### src/rtl/instr_loader_pkg.sv
// Shared types and constants for the instruction loader: FSM state encoding,
// default buffer geometry and the CPU word width.
package instr_loader_pkg;

  typedef enum logic [2:0] {
    FILL  = 3'd0,
    CLR0  = 3'd1,
    BURST = 3'd2,
    CLR1  = 3'd3,
    RUN   = 3'd4
  } state_t;

  localparam int DEFAULT_DEPTH = 32;
  localparam int DEFAULT_AW    = 5;
  localparam int CPU_W         = 32;

  function automatic logic [CPU_W-1:0] csum_add(input logic [CPU_W-1:0] acc,
                                                input logic [CPU_W-1:0] word);
    return acc + word;
  endfunction

endpackage

### src/rtl/instr_loader_if.sv
// Host word stream plus CPU-side load controls of the instruction loader.
// master = host/CPU side, slave = the loader itself.
interface instr_loader_if #(parameter int AW = 5);
  import instr_loader_pkg::*;

  logic [CPU_W-1:0] host_data;
  logic             host_valid;
  logic             host_last;
  logic             host_ready;
  logic             reload;
  logic             cpu_reset;
  logic             cpu_load;
  logic [CPU_W-1:0] cpu_instr;
  logic [AW:0]      word_count;
  logic             done;
  logic [CPU_W-1:0] checksum;

  modport master (
    output host_data, host_valid, host_last, reload,
    input  host_ready, cpu_reset, cpu_load, cpu_instr, word_count, done, checksum
  );

  modport slave (
    input  host_data, host_valid, host_last, reload,
    output host_ready, cpu_reset, cpu_load, cpu_instr, word_count, done, checksum
  );

endinterface

### src/rtl/instr_loader_buffer.sv
// Program buffer: DEPTH x CPU_W register array, synchronous write, registered
// read that returns zero when not enabled so the output can drive the CPU directly.
module loader_buffer
  import instr_loader_pkg::*;
#(
  parameter int DEPTH = DEFAULT_DEPTH,
  parameter int AW    = DEFAULT_AW
) (
  input  logic             clk,
  input  logic             Reset,
  input  logic             i_we,
  input  logic [AW-1:0]    i_waddr,
  input  logic [CPU_W-1:0] i_wdata,
  input  logic             i_re,
  input  logic [AW-1:0]    i_raddr,
  output logic [CPU_W-1:0] o_rdata
);

  logic [CPU_W-1:0] r_mem [DEPTH];
  logic [CPU_W-1:0] r_rdata;

  // Write port.
  always_ff @(posedge clk) begin
    if (i_we) begin
      r_mem[i_waddr] <= i_wdata;
    end
  end

  // Registered read port.
  always_ff @(posedge clk or posedge Reset) begin
    if (Reset) begin
      r_rdata <= '0;
    end else if (i_re) begin
      r_rdata <= r_mem[i_raddr];
    end else begin
      r_rdata <= '0;
    end
  end

  assign o_rdata = r_rdata;

endmodule

### src/rtl/instr_loader.sv
// Buffers a host program and replays it into the CPU instruction memory.
// Optional macro INSTR_LOADER_CHECKSUM_EN builds the additive checksum accumulator.
module instr_loader
  import instr_loader_pkg::*;
#(
  parameter int DEPTH = DEFAULT_DEPTH,
  parameter int AW    = DEFAULT_AW
) (
  input  logic        clk,
  input  logic        Reset,
  instr_loader_if.slave bus
);

  localparam logic [AW:0] DEPTH_W  = (AW+1)'(DEPTH);
  localparam logic [AW:0] DEPTH_M1 = (AW+1)'(DEPTH - 1);

  state_t           r_state;
  state_t           w_next_state;
  logic [AW:0]      r_word_count;
  logic [AW-1:0]    r_rd_ptr;
  logic             r_cpu_reset;
  logic             r_cpu_load;
  logic             r_done;
  logic             w_host_ready;
  logic             w_xfer;
  logic             w_rd_en;
  logic [AW-1:0]    w_rd_addr;
  logic [AW:0]      w_last_idx;
  logic [CPU_W-1:0] w_rdata;

  assign w_host_ready = (r_state == FILL) && (r_word_count < DEPTH_W);
  assign w_xfer       = bus.host_valid && w_host_ready;
  assign w_last_idx   = r_word_count - (AW+1)'(1);

  // Next-state decode.
  always_comb begin
    w_next_state = r_state;
    case (r_state)
      FILL: begin
        if (w_xfer && (bus.host_last || (r_word_count == DEPTH_M1))) begin
          w_next_state = CLR0;
        end else if (r_word_count >= DEPTH_W) begin
          w_next_state = CLR0;
        end else begin
          w_next_state = FILL;
        end
      end
      CLR0:  w_next_state = BURST;
      BURST: begin
        if ({1'b0, r_rd_ptr} == w_last_idx) begin
          w_next_state = CLR1;
        end else begin
          w_next_state = BURST;
        end
      end
      CLR1:  w_next_state = RUN;
      RUN: begin
        if (bus.reload) begin
          w_next_state = FILL;
        end else begin
          w_next_state = RUN;
        end
      end
      default: w_next_state = FILL;
    endcase
  end

  // Read one word ahead so buffer data lands together with cpu_load.
  always_comb begin
    w_rd_en   = (w_next_state == BURST);
    w_rd_addr = '0;
    if (r_state == BURST) begin
      w_rd_addr = r_rd_ptr + AW'(1);
    end else begin
      w_rd_addr = '0;
    end
  end

  // State, counters and registered CPU controls.
  always_ff @(posedge clk or posedge Reset) begin
    if (Reset) begin
      r_state      <= FILL;
      r_word_count <= '0;
      r_rd_ptr     <= '0;
      r_cpu_reset  <= 1'b1;
      r_cpu_load   <= 1'b0;
      r_done       <= 1'b0;
    end else begin
      r_state     <= w_next_state;
      r_cpu_reset <= (w_next_state == FILL) || (w_next_state == CLR0) ||
                     (w_next_state == CLR1);
      r_cpu_load  <= (w_next_state == BURST);
      r_done      <= (w_next_state == RUN);
      if ((r_state == RUN) && bus.reload) begin
        r_word_count <= '0;
      end else if (w_xfer) begin
        r_word_count <= r_word_count + (AW+1)'(1);
      end else begin
        r_word_count <= r_word_count;
      end
      if (r_state == CLR0) begin
        r_rd_ptr <= '0;
      end else if (r_state == BURST) begin
        r_rd_ptr <= r_rd_ptr + AW'(1);
      end else begin
        r_rd_ptr <= r_rd_ptr;
      end
    end
  end

  loader_buffer #(.DEPTH(DEPTH), .AW(AW)) u_buffer (
    .clk     (clk),
    .Reset   (Reset),
    .i_we    (w_xfer),
    .i_waddr (r_word_count[AW-1:0]),
    .i_wdata (bus.host_data),
    .i_re    (w_rd_en),
    .i_raddr (w_rd_addr),
    .o_rdata (w_rdata)
  );

`ifdef INSTR_LOADER_CHECKSUM_EN
  logic [CPU_W-1:0] r_checksum;

  // Modulo-2^32 sum of accepted words.
  always_ff @(posedge clk or posedge Reset) begin
    if (Reset) begin
      r_checksum <= '0;
    end else if ((r_state == RUN) && bus.reload) begin
      r_checksum <= '0;
    end else if (w_xfer) begin
      r_checksum <= csum_add(r_checksum, bus.host_data);
    end else begin
      r_checksum <= r_checksum;
    end
  end

  assign bus.checksum = r_checksum;
`else
  assign bus.checksum = '0;
`endif

  assign bus.host_ready = w_host_ready;
  assign bus.cpu_reset  = r_cpu_reset;
  assign bus.cpu_load   = r_cpu_load;
  assign bus.cpu_instr  = w_rdata;
  assign bus.word_count = r_word_count;
  assign bus.done       = r_done;

endmodule

### src/flat_wrapper.sv
// flat-port wrapper written by rule: the top's interface ports become plain ports
module instr_loader_flat import instr_loader_pkg::*;
#(
  parameter int DEPTH = DEFAULT_DEPTH,
  parameter int AW    = DEFAULT_AW
)
  (clk, Reset, bus_host_data, bus_host_valid, bus_host_last, bus_reload, bus_host_ready, bus_cpu_reset, bus_cpu_load, bus_cpu_instr, bus_word_count, bus_done, bus_checksum);
  instr_loader_if #(.AW(AW)) bus_i ();
  input  logic clk;
  input  logic Reset;
  input wire logic [$bits(bus_i.host_data)-1:0] bus_host_data;
  input wire logic [$bits(bus_i.host_valid)-1:0] bus_host_valid;
  input wire logic [$bits(bus_i.host_last)-1:0] bus_host_last;
  input wire logic [$bits(bus_i.reload)-1:0] bus_reload;
  output wire logic [$bits(bus_i.host_ready)-1:0] bus_host_ready;
  output wire logic [$bits(bus_i.cpu_reset)-1:0] bus_cpu_reset;
  output wire logic [$bits(bus_i.cpu_load)-1:0] bus_cpu_load;
  output wire logic [$bits(bus_i.cpu_instr)-1:0] bus_cpu_instr;
  output wire logic [$bits(bus_i.word_count)-1:0] bus_word_count;
  output wire logic [$bits(bus_i.done)-1:0] bus_done;
  output wire logic [$bits(bus_i.checksum)-1:0] bus_checksum;
  assign bus_i.host_data = bus_host_data;
  assign bus_i.host_valid = bus_host_valid;
  assign bus_i.host_last = bus_host_last;
  assign bus_i.reload = bus_reload;
  assign bus_host_ready = bus_i.host_ready;
  assign bus_cpu_reset = bus_i.cpu_reset;
  assign bus_cpu_load = bus_i.cpu_load;
  assign bus_cpu_instr = bus_i.cpu_instr;
  assign bus_word_count = bus_i.word_count;
  assign bus_done = bus_i.done;
  assign bus_checksum = bus_i.checksum;
  instr_loader #(.DEPTH(DEPTH), .AW(AW)) u_core (.clk(clk), .Reset(Reset), .bus(bus_i));
endmodule
### config.mk
export PLATFORM = sky130hd
export DESIGN_NAME = instr_loader_flat
export DESIGN_NICKNAME = d
export VERILOG_FILES = /design/src/rtl/instr_loader_pkg.sv /design/src/rtl/instr_loader_if.sv /design/src/rtl/instr_loader_buffer.sv /design/src/rtl/instr_loader.sv /design/src/flat_wrapper.sv
export SDC_FILE = /design/constraint.sdc
export NUM_CORES = 1
export LEC_CHECK = 0
export CAP_MARGIN = 20
export CORE_MARGIN = 4
export CORE_UTILIZATION = 30
export CTS_BUF_LIST = sky130_fd_sc_hd__clkbuf_8
export DETAILED_ROUTE_END_ITERATION = 8
export PLACE_DENSITY = 0.53
export SETUP_SLACK_MARGIN = 0.4
export SLEW_MARGIN = 20
export SYNTH_ARGS = -nofsm -noshare
export SYNTH_HDL_FRONTEND = slang
export SYNTH_SLANG_ARGS = --single-unit
export TNS_END_PERCENT = 50
### constraint.sdc
create_clock -name clk -period 3.3 [get_ports clk]
set_input_delay 0.33 -clock clk [delete_from_list [all_inputs] [get_ports clk]]
set_output_delay 0.33 -clock clk [all_outputs]
set_load 0.02 [all_outputs]
==> out/metrics.yaml <==
die:
  initial_core_util: 0.302
  die_y_um: 386
  fp.dieW_um: 386
  dieArea_um2: 149000
  io_pins: 111
  core_area_um2: 142000
  rows: 138
power:
  p_seq_frac: 0.383
  powerDensity_nw_per_um2: 830
  power_frac_comb: 0.359
  p_int_mw: 26.1
  power_switching_mw: 15.8
  p_leak_nw: 16.3
  power.total_mw: 41.9
  ir_drop_v: 0.00112
  sw_frac_of_total: 0.377
  clockPowerShare: 0.258
logic_synthesis:
  synth_edf_count: 1024
  synth_cell_types: 66
  ys_ff_latch: 1073
  ys.flop_type: "edfxtp_1"
  syn_area_um2: 42800
  syn-instance-count: 2900
  syn_avg_cell_area_um2: 14.7
  synth-seq-area-share: 0.748
  ys_async_sr_fraction: 0.0457
  yosys_warnings: 0
sta:
  final.setup.tns_ns: 0
  max_freq_mhz: 353
  setup_violations: 0
  post-route-period-util: 0.859
  slew_headroom: 0.238
  post-route-min-period_ns: 2.83
  rsz0062_at_grt: "yes"
  slew_violations: 0
  fin_skew_ns: 0.0424
  worst_pin_slew_ns: 1.14
  finalHoldViolCount: 0
cts:
  cts_buffers: 172
  clkLatencyLatePin_ns: 0.85
  cts_sinks: 1073
  clk_pin_slew_ns: 0.07
  cts_max_path_buffers: 3
  cts_tree: "yes"
  cts_setup_buffers: 0
  htreeDepth: 4
  cts_root_buf: "clkbuf_8"
route:
  detail-route-antenna-nets: 0
  wl_per_cell_um: 25.8
  vias: 27000
  wirelength_mm: 131
  drt_iter0_drc: 3142
  drc: 0
  firstDrtPassIters: 6
  avgViaCountPerCell: 5.28
job:
  drv_cap: 0
global_route:
  antenna_found_initial: 8
  gr-total-overflow: 0
  grt_pass1_wl_mm: 188
  grt_max_degree: 108
  first_global_vias: 26500
  track_usage: 0.173
placed_design:
  place_hpwl_mm: 69.9
  io_buffers: 78
  globalplace.congestion: 0.759
critical_path:
  cp-end-kind: "register"
  worstPathArrival_ns: 3.61
  worst-setup-path-type: "register to register"
  worstPathCellList: "ha_4, nand4bb_4, buf_12, buf_4, a221oi_1, a311oi_1, a21oi_1, a221oi_1, buf_4, a31o_1"
  startpoint_type: "register"
  cp.required_ns: 4.07
  critPathMaxFanout: 59
  cpPeakStageDelay_ns: 0.55
  cp_slowest_cell: "dfrtp_4"
  cp_top_family: "compound AO/OA/AOI/OAI gates"
  worstPathBufferInverterCount: 3
run_status:
  outcome: "complete, no violations"
final_layout:
  post-route-util: 0.357
  syn2layout_area_growth_pct: 18.1
  finalNetCount: 3112
  drive_gt1_frac: 0.143
worst_hold_path:
  hp-class: "primary input to register"
## layout by cell type, fill, tap and decap left out, types with 33 or more instances in the layout
master	count
edfxtp_1	1024
a221oi_1	264
clkinv_1	35
a211o_1	33
nor2b_1	152
clkbuf_8	187
o21ai_0	158
mux2i_1	35
buf_4	92
nor2_4	33
nand2_1	303
a211oi_1	34
a21oi_1	288
clkdlybuf4s50_1	72
nor2_1	46
inv_1	62
dfrtp_1	47
buf_12	68
## power groups by stage
stage	sequential (mW)	clock (mW)	combinational, mW
after global placement	16.4	0	14.9
after global routing	16.1	11.7	16.2
final	16.1	10.8	15.0
after detailed placement	16.3	0	14.9
after floorplan	16.3	0	8.94
after CTS	16.1	11.0	15.0
## layout make-up
class	instances	area, um^2
diodes	4	10.0
clock buffers	187	2570
clock inverters	128	678
fillers	13500	91100
inverters	5	35.0
multi-input cells	1574	9990
flip-flops and latches	1073	32000
well taps	1890	2360
repair buffers	244	2880
## per-stage QoR
| stage | setup WS, ns | hold WS, ns | area, um^2 | std cells |
|---|---|---|---|---|
| floorplan | 0.452 | 0.429 | 43100 | 2931 |
| global placement | 0.154 | 0.543 | 47200 | 4783 |
| detailed placement | 0.139 | 0.545 | 47200 | 4783 |
| CTS | 0.370 | 0.185 | 50500 | 5099 |
| global route | 0.366 | 0.00405 | 50500 | 5102 |
| finish | 0.465 | 0.0280 | 50500 | 5105 |
## synthesized netlist by cell type, types with 5 or more instances
library cell / number / area, um^2
nor2_1: 79 / 297
buf_1: 11 / 41.3
o311ai_0: 30 / 263
buf_4: 34 / 255
xnor2_1: 7 / 61.3
ha_1: 5 / 62.6
a221oi_1: 268 / 2350
a31o_1: 29 / 254
dfrtp_1: 48 / 1200
a21oi_1: 288 / 1440
mux2i_1: 36 / 360
o22ai_1: 5 / 31.3
nand3_1: 7 / 35.0
buf_6: 7 / 78.8
a211o_1: 33 / 289
xor2_1: 6 / 52.6
o21ai_0: 158 / 791
edfxtp_1: 1024 / 30700
a311oi_1: 31 / 272
nor2b_1: 152 / 951
clkbuf_1: 183 / 687
nand2_1: 304 / 1140
buf_2: 44 / 220
mux2_2: 5 / 56.3
a211oi_1: 34 / 255
## registers in the layout, summed over array words and instances (netlist names)
name and count:
u_core.u_buffer.o_rdata 32, u_core.r_rd_ptr 5, u_core.u_buffer.r_mem 1024, u_core.bus.done 1, u_core.r_state 3, u_core.bus.cpu_reset 1, u_core.bus.word_count 6, u_core.bus.cpu_load 1
## metal layers
metal,part of all wire,track usage
met5,0.00034,0
met1,0.44,0.243
met4,0.024,0.0503
met3,0.067,0.0315
met2,0.47,0.274
## worst paths after layout
path | startpoint | endpoint | slack [ns] | cells after the start
min | bus_host_data[4] | u_core.u_buffer.r_mem[9][4] | 0.03 | 1
min reg2reg | u_core.r_rd_ptr[4] | u_core.r_rd_ptr[4] | 0.57 | 1
max in group asynchronous | Reset | u_core.r_state[0] | 2.06 | 4
max | u_core.r_rd_ptr[0] | u_core.u_buffer.o_rdata[5] | 0.47 | 10
max reg2reg | u_core.r_rd_ptr[0] | u_core.u_buffer.o_rdata[5] | 0.47 | 10
min in group asynchronous | Reset | u_core.u_buffer.o_rdata[23] | 0.51 | 3
## timing repair
| action | CTS | global route |
|---|---|---|
| resized for setup | 4 | 9 |
| pin swaps | 0 | 1 |
| hold endpoints to repair | 15 | 8 |
| gates cloned | 0 | 0 |
| setup endpoints to repair | 5 | 13 |
| hold buffers | 1 | 2 |
## cell families after synthesis
family,Yosys count,synth area share
fa+ha+maj,5,0.00146
buf+inv,284,0.0304
mux,42,0.0103
simple gates,580,0.0631
xor+xnor,13,0.00266
flops,1073,0.748
other cells,1,0.0000877
compound gates,902,0.144
No activity file was read; power rests on OpenSTA's default activity.
